`config.mk`:
```
export PLATFORM = sky130hd
export DESIGN_NAME = fir_mac_slice
export DESIGN_NICKNAME = d
export VERILOG_FILES = /design/src/rtl/fir_pkg.sv /design/src/rtl/fir_coeff_bank.sv /design/src/rtl/fir_mac_slice.sv
export SDC_FILE = /design/constraint.sdc
export NUM_CORES = 1
export LEC_CHECK = 0
export ABC_AREA = 1
export CORE_MARGIN = 8
export CORE_UTILIZATION = 50
export DETAILED_ROUTE_END_ITERATION = 12
export MAX_ROUTING_LAYER = met4
export PLACE_DENSITY_LB_ADDON = 0.05
export SLEW_MARGIN = 20
export SYNTH_ARGS = -nofsm -noshare
export SYNTH_HDL_FRONTEND = slang
export SYNTH_SLANG_ARGS = --single-unit
```
`constraint.sdc`:
```
create_clock -name iClk12M -period 9.35 [get_ports iClk12M]
set_clock_uncertainty 0.1 [all_clocks]
set_input_delay 1.87 -clock iClk12M [delete_from_list [all_inputs] [get_ports iClk12M]]
set_output_delay 1.87 -clock iClk12M [all_outputs]
set_load 0.05 [all_outputs]
```
`src/rtl/fir_pkg.sv`:
```
// fir_pkg: shared constants and types for the FIR MAC slices.
//   NTAP/DATA_W/COEF_W/OUT_W : default slice geometry
//   ACC_GUARD / ACC_W        : accumulator headroom (sum of NTAP products never wraps)
//   SAT_MAX / SAT_MIN        : partial-sum clamp limits for the default OUT_W
//   mac_state_e              : slice sequencer states
package fir_pkg;

  localparam int NTAP      = 10;
  localparam int DATA_W    = 8;
  localparam int COEF_W    = 8;
  localparam int OUT_W     = 16;
  localparam int ACC_GUARD = 4;
  localparam int ACC_W     = DATA_W + COEF_W + ACC_GUARD;
  localparam int ADDR_W    = 4;

  localparam logic signed [ACC_W-1:0] SAT_MAX = ACC_W'((64'sd1 <<< (OUT_W-1)) - 64'sd1);
  localparam logic signed [ACC_W-1:0] SAT_MIN = ACC_W'(-(64'sd1 <<< (OUT_W-1)));

  typedef enum logic [1:0] {
    IDLE = 2'd0,
    RUN  = 2'd1,
    DONE = 2'd2
  } mac_state_e;

endpackage

```
`src/rtl/fir_coeff_bank.sv`:
```
// fir_coeff_bank: NTAP x COEF_W coefficient register file.
//   iClk12M   : system clock
//   iRsn      : synchronous active-high reset, clears every coefficient
//   wr_en     : write strobe (caller already gates it to idle cycles)
//   wr_addr   : tap index; writes at or beyond NTAP are dropped here
//   wr_data   : coefficient value
//   rd_addr   : tap index for the combinational read
//   rd_data   : coefficient at rd_addr
module fir_coeff_bank #(
  parameter int NTAP   = fir_pkg::NTAP,
  parameter int COEF_W = fir_pkg::COEF_W,
  parameter int ADDR_W = fir_pkg::ADDR_W,
  parameter int IDX_W  = 4
) (
  input  logic              iClk12M,
  input  logic              iRsn,
  input  logic              wr_en,
  input  logic [ADDR_W-1:0] wr_addr,
  input  logic [COEF_W-1:0] wr_data,
  input  logic [IDX_W-1:0]  rd_addr,
  output logic [COEF_W-1:0] rd_data
);

  logic [NTAP-1:0][COEF_W-1:0] coef;
  logic                        addr_ok;

  // Range check keeps the address space above NTAP from aliasing onto real taps.
  assign addr_ok = int'(wr_addr) < NTAP;

  always_ff @(posedge iClk12M) begin
    if (iRsn) begin
      coef <= '0;
    end else if (wr_en && addr_ok) begin
      coef[wr_addr] <= wr_data;
    end
  end

  // rd_addr is the sequencer tap index, which never exceeds NTAP-1 while it matters.
  assign rd_data = coef[rd_addr];

endmodule

```
`src/rtl/fir_mac_slice.sv`:
```
// fir_mac_slice: one sequential multiply-accumulate slice of the FIR.
// A sample strobe shifts the private delay line and starts a walk over the
// taps, one product per clock; the clamped partial sum is then presented
// with a one-cycle valid pulse that enables the downstream sum stage.
//   iClk12M       : 12 MHz clock
//   iRsn          : synchronous active-high reset
//   iEnSample600k : one-cycle sample strobe
//   iFirIn        : signed sample, taken with the strobe
//   iCoeffWr      : coefficient write strobe (honoured only when idle)
//   iCoeffAddr    : coefficient tap index
//   iCoeffData    : signed coefficient value
//   oMac          : saturated partial sum, holds between results
//   oEnDelay      : one-cycle valid pulse for oMac
//   oBusy         : slice is computing (through the valid cycle)
//   oOverrun      : sticky, a strobe arrived while busy
module fir_mac_slice #(
  parameter int NTAP   = fir_pkg::NTAP,   // must be >= 2
  parameter int DATA_W = fir_pkg::DATA_W,
  parameter int COEF_W = fir_pkg::COEF_W,
  parameter int OUT_W  = fir_pkg::OUT_W
) (
  input  logic              iClk12M,
  input  logic              iRsn,
  input  logic              iEnSample600k,
  input  logic [DATA_W-1:0] iFirIn,
  input  logic              iCoeffWr,
  input  logic [3:0]        iCoeffAddr,
  input  logic [COEF_W-1:0] iCoeffData,
  output logic [OUT_W-1:0]  oMac,
  output logic              oEnDelay,
  output logic              oBusy,
  output logic              oOverrun
);
  import fir_pkg::*;

  localparam int PROD_W = DATA_W + COEF_W;
  localparam int SUM_W  = PROD_W + ACC_GUARD;
  localparam int IDX_W  = $clog2(NTAP);

  localparam logic signed [SUM_W-1:0] OUT_MAX = SUM_W'((64'sd1 <<< (OUT_W-1)) - 64'sd1);
  localparam logic signed [SUM_W-1:0] OUT_MIN = SUM_W'(-(64'sd1 <<< (OUT_W-1)));

  mac_state_e                  state;
  logic [NTAP-1:0][DATA_W-1:0] dly;      // dly[0] is the newest sample
  logic [IDX_W-1:0]            idx;
  logic signed [SUM_W-1:0]     acc;
  logic [COEF_W-1:0]           coef_rd;
  logic signed [PROD_W-1:0]    prod;
  logic signed [SUM_W-1:0]     prod_ext;
  logic                        coef_we;

  // Writes are blocked while busy so the running sum never sees a mixed bank.
  // A write in the same idle cycle as a strobe lands before the first product.
  assign coef_we = iCoeffWr && (state == IDLE);

  fir_coeff_bank #(
    .NTAP   (NTAP),
    .COEF_W (COEF_W),
    .ADDR_W (4),
    .IDX_W  (IDX_W)
  ) u_coef (
    .iClk12M (iClk12M),
    .iRsn    (iRsn),
    .wr_en   (coef_we),
    .wr_addr (iCoeffAddr),
    .wr_data (iCoeffData),
    .rd_addr (idx),
    .rd_data (coef_rd)
  );

  assign prod     = $signed(dly[idx]) * $signed(coef_rd);
  assign prod_ext = SUM_W'(prod);

  function automatic logic [OUT_W-1:0] sat(input logic signed [SUM_W-1:0] a);
    logic [OUT_W-1:0] r;
    if (a > OUT_MAX)      r = OUT_MAX[OUT_W-1:0];
    else if (a < OUT_MIN) r = OUT_MIN[OUT_W-1:0];
    else                  r = a[OUT_W-1:0];
    return r;
  endfunction

  always_ff @(posedge iClk12M) begin
    if (iRsn) begin
      state    <= IDLE;
      dly      <= '0;
      idx      <= '0;
      acc      <= '0;
      oMac     <= '0;
      oEnDelay <= 1'b0;
      oBusy    <= 1'b0;
      oOverrun <= 1'b0;
    end else begin
      oEnDelay <= 1'b0;
      // A strobe while busy is dropped; only the flag records it.
      if (iEnSample600k && (state != IDLE)) oOverrun <= 1'b1;

      case (state)
        IDLE: begin
          oBusy <= 1'b0;
          if (iEnSample600k) begin
            dly   <= {dly[NTAP-2:0], iFirIn};
            idx   <= '0;
            acc   <= '0;
            oBusy <= 1'b1;
            state <= RUN;
          end
        end
        RUN: begin
          oBusy <= 1'b1;
          acc   <= acc + prod_ext;
          idx   <= idx + 1'b1;
          if (idx == IDX_W'(NTAP-1)) state <= DONE;
        end
        DONE: begin
          // Busy stays high through the valid cycle that follows.
          oBusy    <= 1'b1;
          oMac     <= sat(acc);
          oEnDelay <= 1'b1;
          state    <= IDLE;
        end
        default: begin
          oBusy <= 1'b0;
          state <= IDLE;
        end
      endcase
    end
  end

endmodule

```
# == Word level (Yosys, flattened, before mapping) ==
# Cells that the tools add are included.
# word_totals
ff_bits,205
input_bits,24
out_inout_bits,19
elab_cells,71
# classes
n_addsub,2
multipliers,1
magnitude_cmp,6
eq_ne,5
muxes,19
reduce_logical,11
# ops
cell,count
80-bit bitwise mux,1
8-bit binary-select mux with 4-bit select,2
20-bit one-hot mux with 2 select lines,1
8-bit demux with 4-bit select,1
16-bit two-way mux,2
8-bit two-way mux,3
20-bit by 16-bit adder with 20-bit output,1
20-bit by 16-bit greater-than comparator with 1-bit output (second input constant),1
20-bit by 16-bit less-than comparator with 1-bit output (second input constant),1
20-bit two-way mux,1
8-bit by 8-bit multiplier with 16-bit output,1
4-bit by 5-bit less-than comparator with 1-bit output (second input constant),2
4-bit one-hot mux with 2 select lines,1
2-bit AND reduction,3
4-bit by 1-bit adder with 4-bit output (second input constant),1
4-bit equality test (second input constant),1
4-bit by 1-bit >= comparator with 1-bit output (second input constant),1
1-bit logical AND,4
4-bit less-than comparator (second input constant),1
2-bit two-way mux,2
4-bit two-way mux,1
2-bit inequality test (second input constant),2
2-bit one-hot mux with 2 select lines,1
2-bit nonzero test,2
6 further kinds,7

# == Depth between registers and ports, before layout ==
# depth
depth_word,5
ltp_mapped,31

# == By module ==
# From an unflattened synthesis, not the netlist that was laid out.
# unflattened
cells_unflattened,1815
area_unflattened_um2,12807.3
# modules_own_cells
mod,instances,cells_each,area_per_inst_um2
fir_mac_slice,1,1183,8856.0
fir_coeff_bank,1,632,3951.3

# == Worst setup path after synthesis ==
# OpenSTA, ideal clock, no wires.
# synth_path
path_type,register to register
start,register idx[0]
end,register acc[19]
setup_ps,132
t_arrival_ps,5153
t_required_ps,9118
setup_slack_ps,3964
path_stages_with_launch,29
n_path_buf,3
synth_period_minus_slack_ps,5386
cell_sequence,dfxtp_1 buf_6 inv_4 buf_6 buf_4 o21ai_0 nand3_1 nand3_1 o21ai_2 nand2_1 inv_1 fa_1 inv_1 fa_1 inv_1 fa_1 inv_1 fa_1 inv_1 ha_1 ha_1 nand2_1 inv_1 a21oi_1 nand2_1 a21oi_1 nand3_1 nand3_1 a21oi_1
# synth_between
elab_chain_cells,5
# synth_lines
element,line,source
from (decl),fir_mac_slice.sv:45,logic [IDX_W-1:0] idx;
from (signal assigned),fir_mac_slice.sv:111,idx <= idx + 1'b1;
"8-bit binary-select mux with 4-bit select, on equally long branches","fir_mac_slice.sv:71, fir_coeff_bank.sv:39",
"8-bit two-way mux, on equally long branches","fir_mac_slice.sv:71, fir_coeff_bank.sv:39",
8-bit by 8-bit multiplier with 16-bit output *,fir_mac_slice.sv:71,assign prod = $signed(dly[idx]) * $signed(coef_rd);
20-bit by 16-bit adder with 20-bit output *,fir_mac_slice.sv:110,acc <= acc + prod_ext;
20-bit one-hot mux with 2 select lines *,fir_mac_slice.sv:97,case (state)
to (signal assigned),fir_mac_slice.sv:110,
to (decl),fir_mac_slice.sv:46,logic signed [SUM_W-1:0] acc;
# Mark *: on every way between the ends. The rest lies on a longest branch, timed or not. The select of a mux whose other input is x is not followed.
# A chain may end at the register's enable or synchronous reset.

# == Worst setup path after layout ==
# Same ends and word-level chain as after synthesis.

==> impl_metrics.tcl <==
set metrics [dict create \
    worst_pin_slew_ns 1.06 \
    p_clk_share_pct 35.2 \
    worstPathRequired_ns 9.61 \
    finalCriticalPeriod_ns 6.61 \
    yosys_register_bits 205 \
    via_per_inst 5.19 \
    final_common_cell "nor2_1" \
    die_h_um 174 \
    drt_iter0_drc 747 \
    path_class "reg -> reg" \
    ff2ff_setup_slack_ns 2.74 \
    p_total_w 0.00253 \
    cts_hold_buf 0 \
    drc 0 \
    cts_resized 0 \
    fp.coreArea_mm2 0.0249 \
    stdcell_area_mm2 0.0138 \
    yosys_warnings 0 \
    wl_per_cell_um 15.9 \
    tns_ns 0 \
    layout_common_cells "nor2_1 (271), o21ai_0 (233), inv_1 (232)" \
    arrival_ns 6.87 \
    start_kind "flip-flop" \
    yosysSeqAreaShare_pct 32.7 \
    port_buffers 42 \
    cts_sinks 205 \
    h-tree-depth 1 \
    min_path_type "reg -> reg" \
    vias 10500 \
    power.internal_w 0.00169 \
    wirelength_mm 32.0 \
    drt_pass1_iterations 6 \
    placed_area_mm2 0.0130 \
    fillers 2399 \
    seq_power_share_pct 38.6 \
    cts_buffers 24 \
    combPwrFrac_pct 26.2 \
    cts_buffer_depth 3 \
    max-cap-violations 0 \
    grt_first_pass_wirelength_mm 53.9 \
    io_pins 43 \
    rows 58 \
    antenna_cells 0 \
    p_switching_w 0.000846 \
    p_per_area_mw_per_mm2 184 \
    clk_pin_slew_ns 0.06 \
    synthesis.area_mm2 0.0125 \
    peakVddDrop_uv 139 \
    track_usage_pct 21.9 \
    overflow 0 \
    synth.avg_cell_area_um2 7.46 \
    gp_congestion 0.890 \
    start_util_pct 50.4 \
    dp_hpwl_mm 22.3 \
    drive_gt1_share_pct 4.28 \
    drtAntennaViolNets 0 \
    hold_violations 0 \
    ys_types 38 \
    worst-path-max-fanout 52 \
    fin_nets 1834 \
    die_area_mm2 0.0304 \
    syn-num-nets 1846 \
    finalCritPeriodShare_pct 70.7 \
    grt_max_degree 94 \
    slew_headroom_pct 29.5 \
    syn_inst 1682 \
    max_freq_mhz 151 \
    netlist.area_leader.share_pct 32.7 \
    outcome "finished, final reports clean" \
    rsz0062_at_grt "false" \
    area_growth_syn_to_layout_pct 9.73 \
    insertion_delay_ns 0.54 \
    first_global_vias 10100 \
    power.leakage_nw 6.11 \
    die_w_um 174 \
    cts_tree "yes" \
    setup_violations 0 \
    slew_viol_final 0 \
    antenna_found_initial 0 \
    end_kind "flip-flop" \
    synth_area_leaders "dfxtp_1 (33%), fa_1 (14%), o21ai_0 (9.3%), nor2_1 (8.1%), inv_1 (6.9%)" \
    swShare_pct 33.4 \
    cts_root_buffer "clkbuf_16" \
    post-cts-setup-buffers 0 \
    synth_top_cell_by_area "dfxtp_1" \
]
==> cell usage after synthesis <==
master,instances
nand2_2,3
inv_4,2
inv_1,232
o22ai_1,6
fa_1,88
o21a_1,2
nand2_4,1
nor4_1,2
o211ai_1,12
o21ai_2,14
inv_2,3
nor3_4,1
mux2i_1,6
o221ai_1,12
o21ai_0,233
nor4_4,1
xnor2_1,2
buf_1,9
nor3_1,5
buf_6,5
nand2_1,202
nand4_1,6
clkbuf_1,39
clkbuf_2,2
ha_1,52
a22oi_1,1
or2_2,1
a21oi_1,155
nand3b_1,2
o21ai_1,8
clkinv_1,3
nor2_2,1
dfxtp_1,205
nand3_1,61
o211ai_2,1
buf_4,4
buf_2,29
nor2_1,271
==> power by group through the flow <==
stage	Combinational [W]	Clock, W	Sequential, W
floorplan	0.000496	0	0.000984
global placement	0.000651	0	0.000994
detailed placement	0.000661	0	0.000996
CTS	0.000668	0.000916	0.000977
global route	0.000770	0.000952	0.000985
finish	0.000664	0.000891	0.000977
==> per-stage QoR <==
step	setup WS, ns	hold slack (ns)	util, %	std cells
finish	2.74	0.342	55.3	2014
global route	2.19	0.364	55.3	2014
floorplan	3.96	0.320	-	1682
detailed placement	2.78	0.333	52.3	1974
CTS	2.74	0.342	55.3	2014
global placement	2.86	0.330	52.3	1974
==> cell type report <==
| type | count | area, µm² | share of cell area (%) |
|---|---|---|---|
| timing repair buffer | 50 | 475 | 3.45 |
| multi-input combinational | 1149 | 7120 | 51.7 |
| tap | 330 | 413 | 3.00 |
| inverter | 240 | 907 | 6.59 |
| clock inverter | 5 | 75.1 | 0.545 |
| clock buffer | 35 | 672 | 4.88 |
| sequential | 205 | 4110 | 29.8 |
==> layer usage <==
| layer | wire length, µm | GRT usage, % |
|---|---|---|
| met1 | 16200 | 32.0 |
| met2 | 13600 | 32.1 |
| met3 | 1710 | 2.80 |
| met4 | 490 | 4.28 |
| met5 | 0 | - |
==> kinds of logic after synthesis <==
group	after synthesis	synth area share [%]
simple gates	557	17.9
compound gates	444	18.9
buf+inv	328	10.6
flops	205	32.7
fa+ha+maj	140	19.2
mux	6	0.479
xor+xnor	2	0.140
==> worst max-delay path: stages (launching register included) <==
cell and delay (ns):
dfxtp_4 0.72, buf_4 0.51, nand2_1 0.11, o211ai_1 0.14, nand3_1 0.16, nand3_1 0.13, o21ai_2 0.15, nand2_1 0.11
inv_1 0.10, fa_1 0.56, inv_1 0.16, fa_1 0.63, inv_1 0.14, fa_1 0.55, inv_1 0.06, fa_1 0.55
inv_1 0.06, ha_1 0.30, ha_1 0.37, nand2_1 0.13, inv_1 0.05, a21oi_1 0.18, nand2_1 0.08, a21oi_1 0.12
nand3_1 0.08, nand3_1 0.07, a21oi_1 0.07
==> sequential cells by signal (all words and copies together), names as in the netlist <==
register     flops
u_coef.coef     80
oEnDelay         1
oBusy            1
oMac            16
state            2
idx              4
acc             20
dly             80
oOverrun         1
==> worst paths after layout <==
| kind | start | to | depth (start not counted) |
|---|---|---|---|
| worst max register to register | idx[0] | acc[19] | 26 |
| worst max-delay path | idx[0] | acc[19] | 26 |
| worst min register to register | u_coef.coef[6] | u_coef.coef[6] | 2 |
| worst min-delay path | u_coef.coef[6] | u_coef.coef[6] | 2 |
Power figures use the tool's default switching activity.
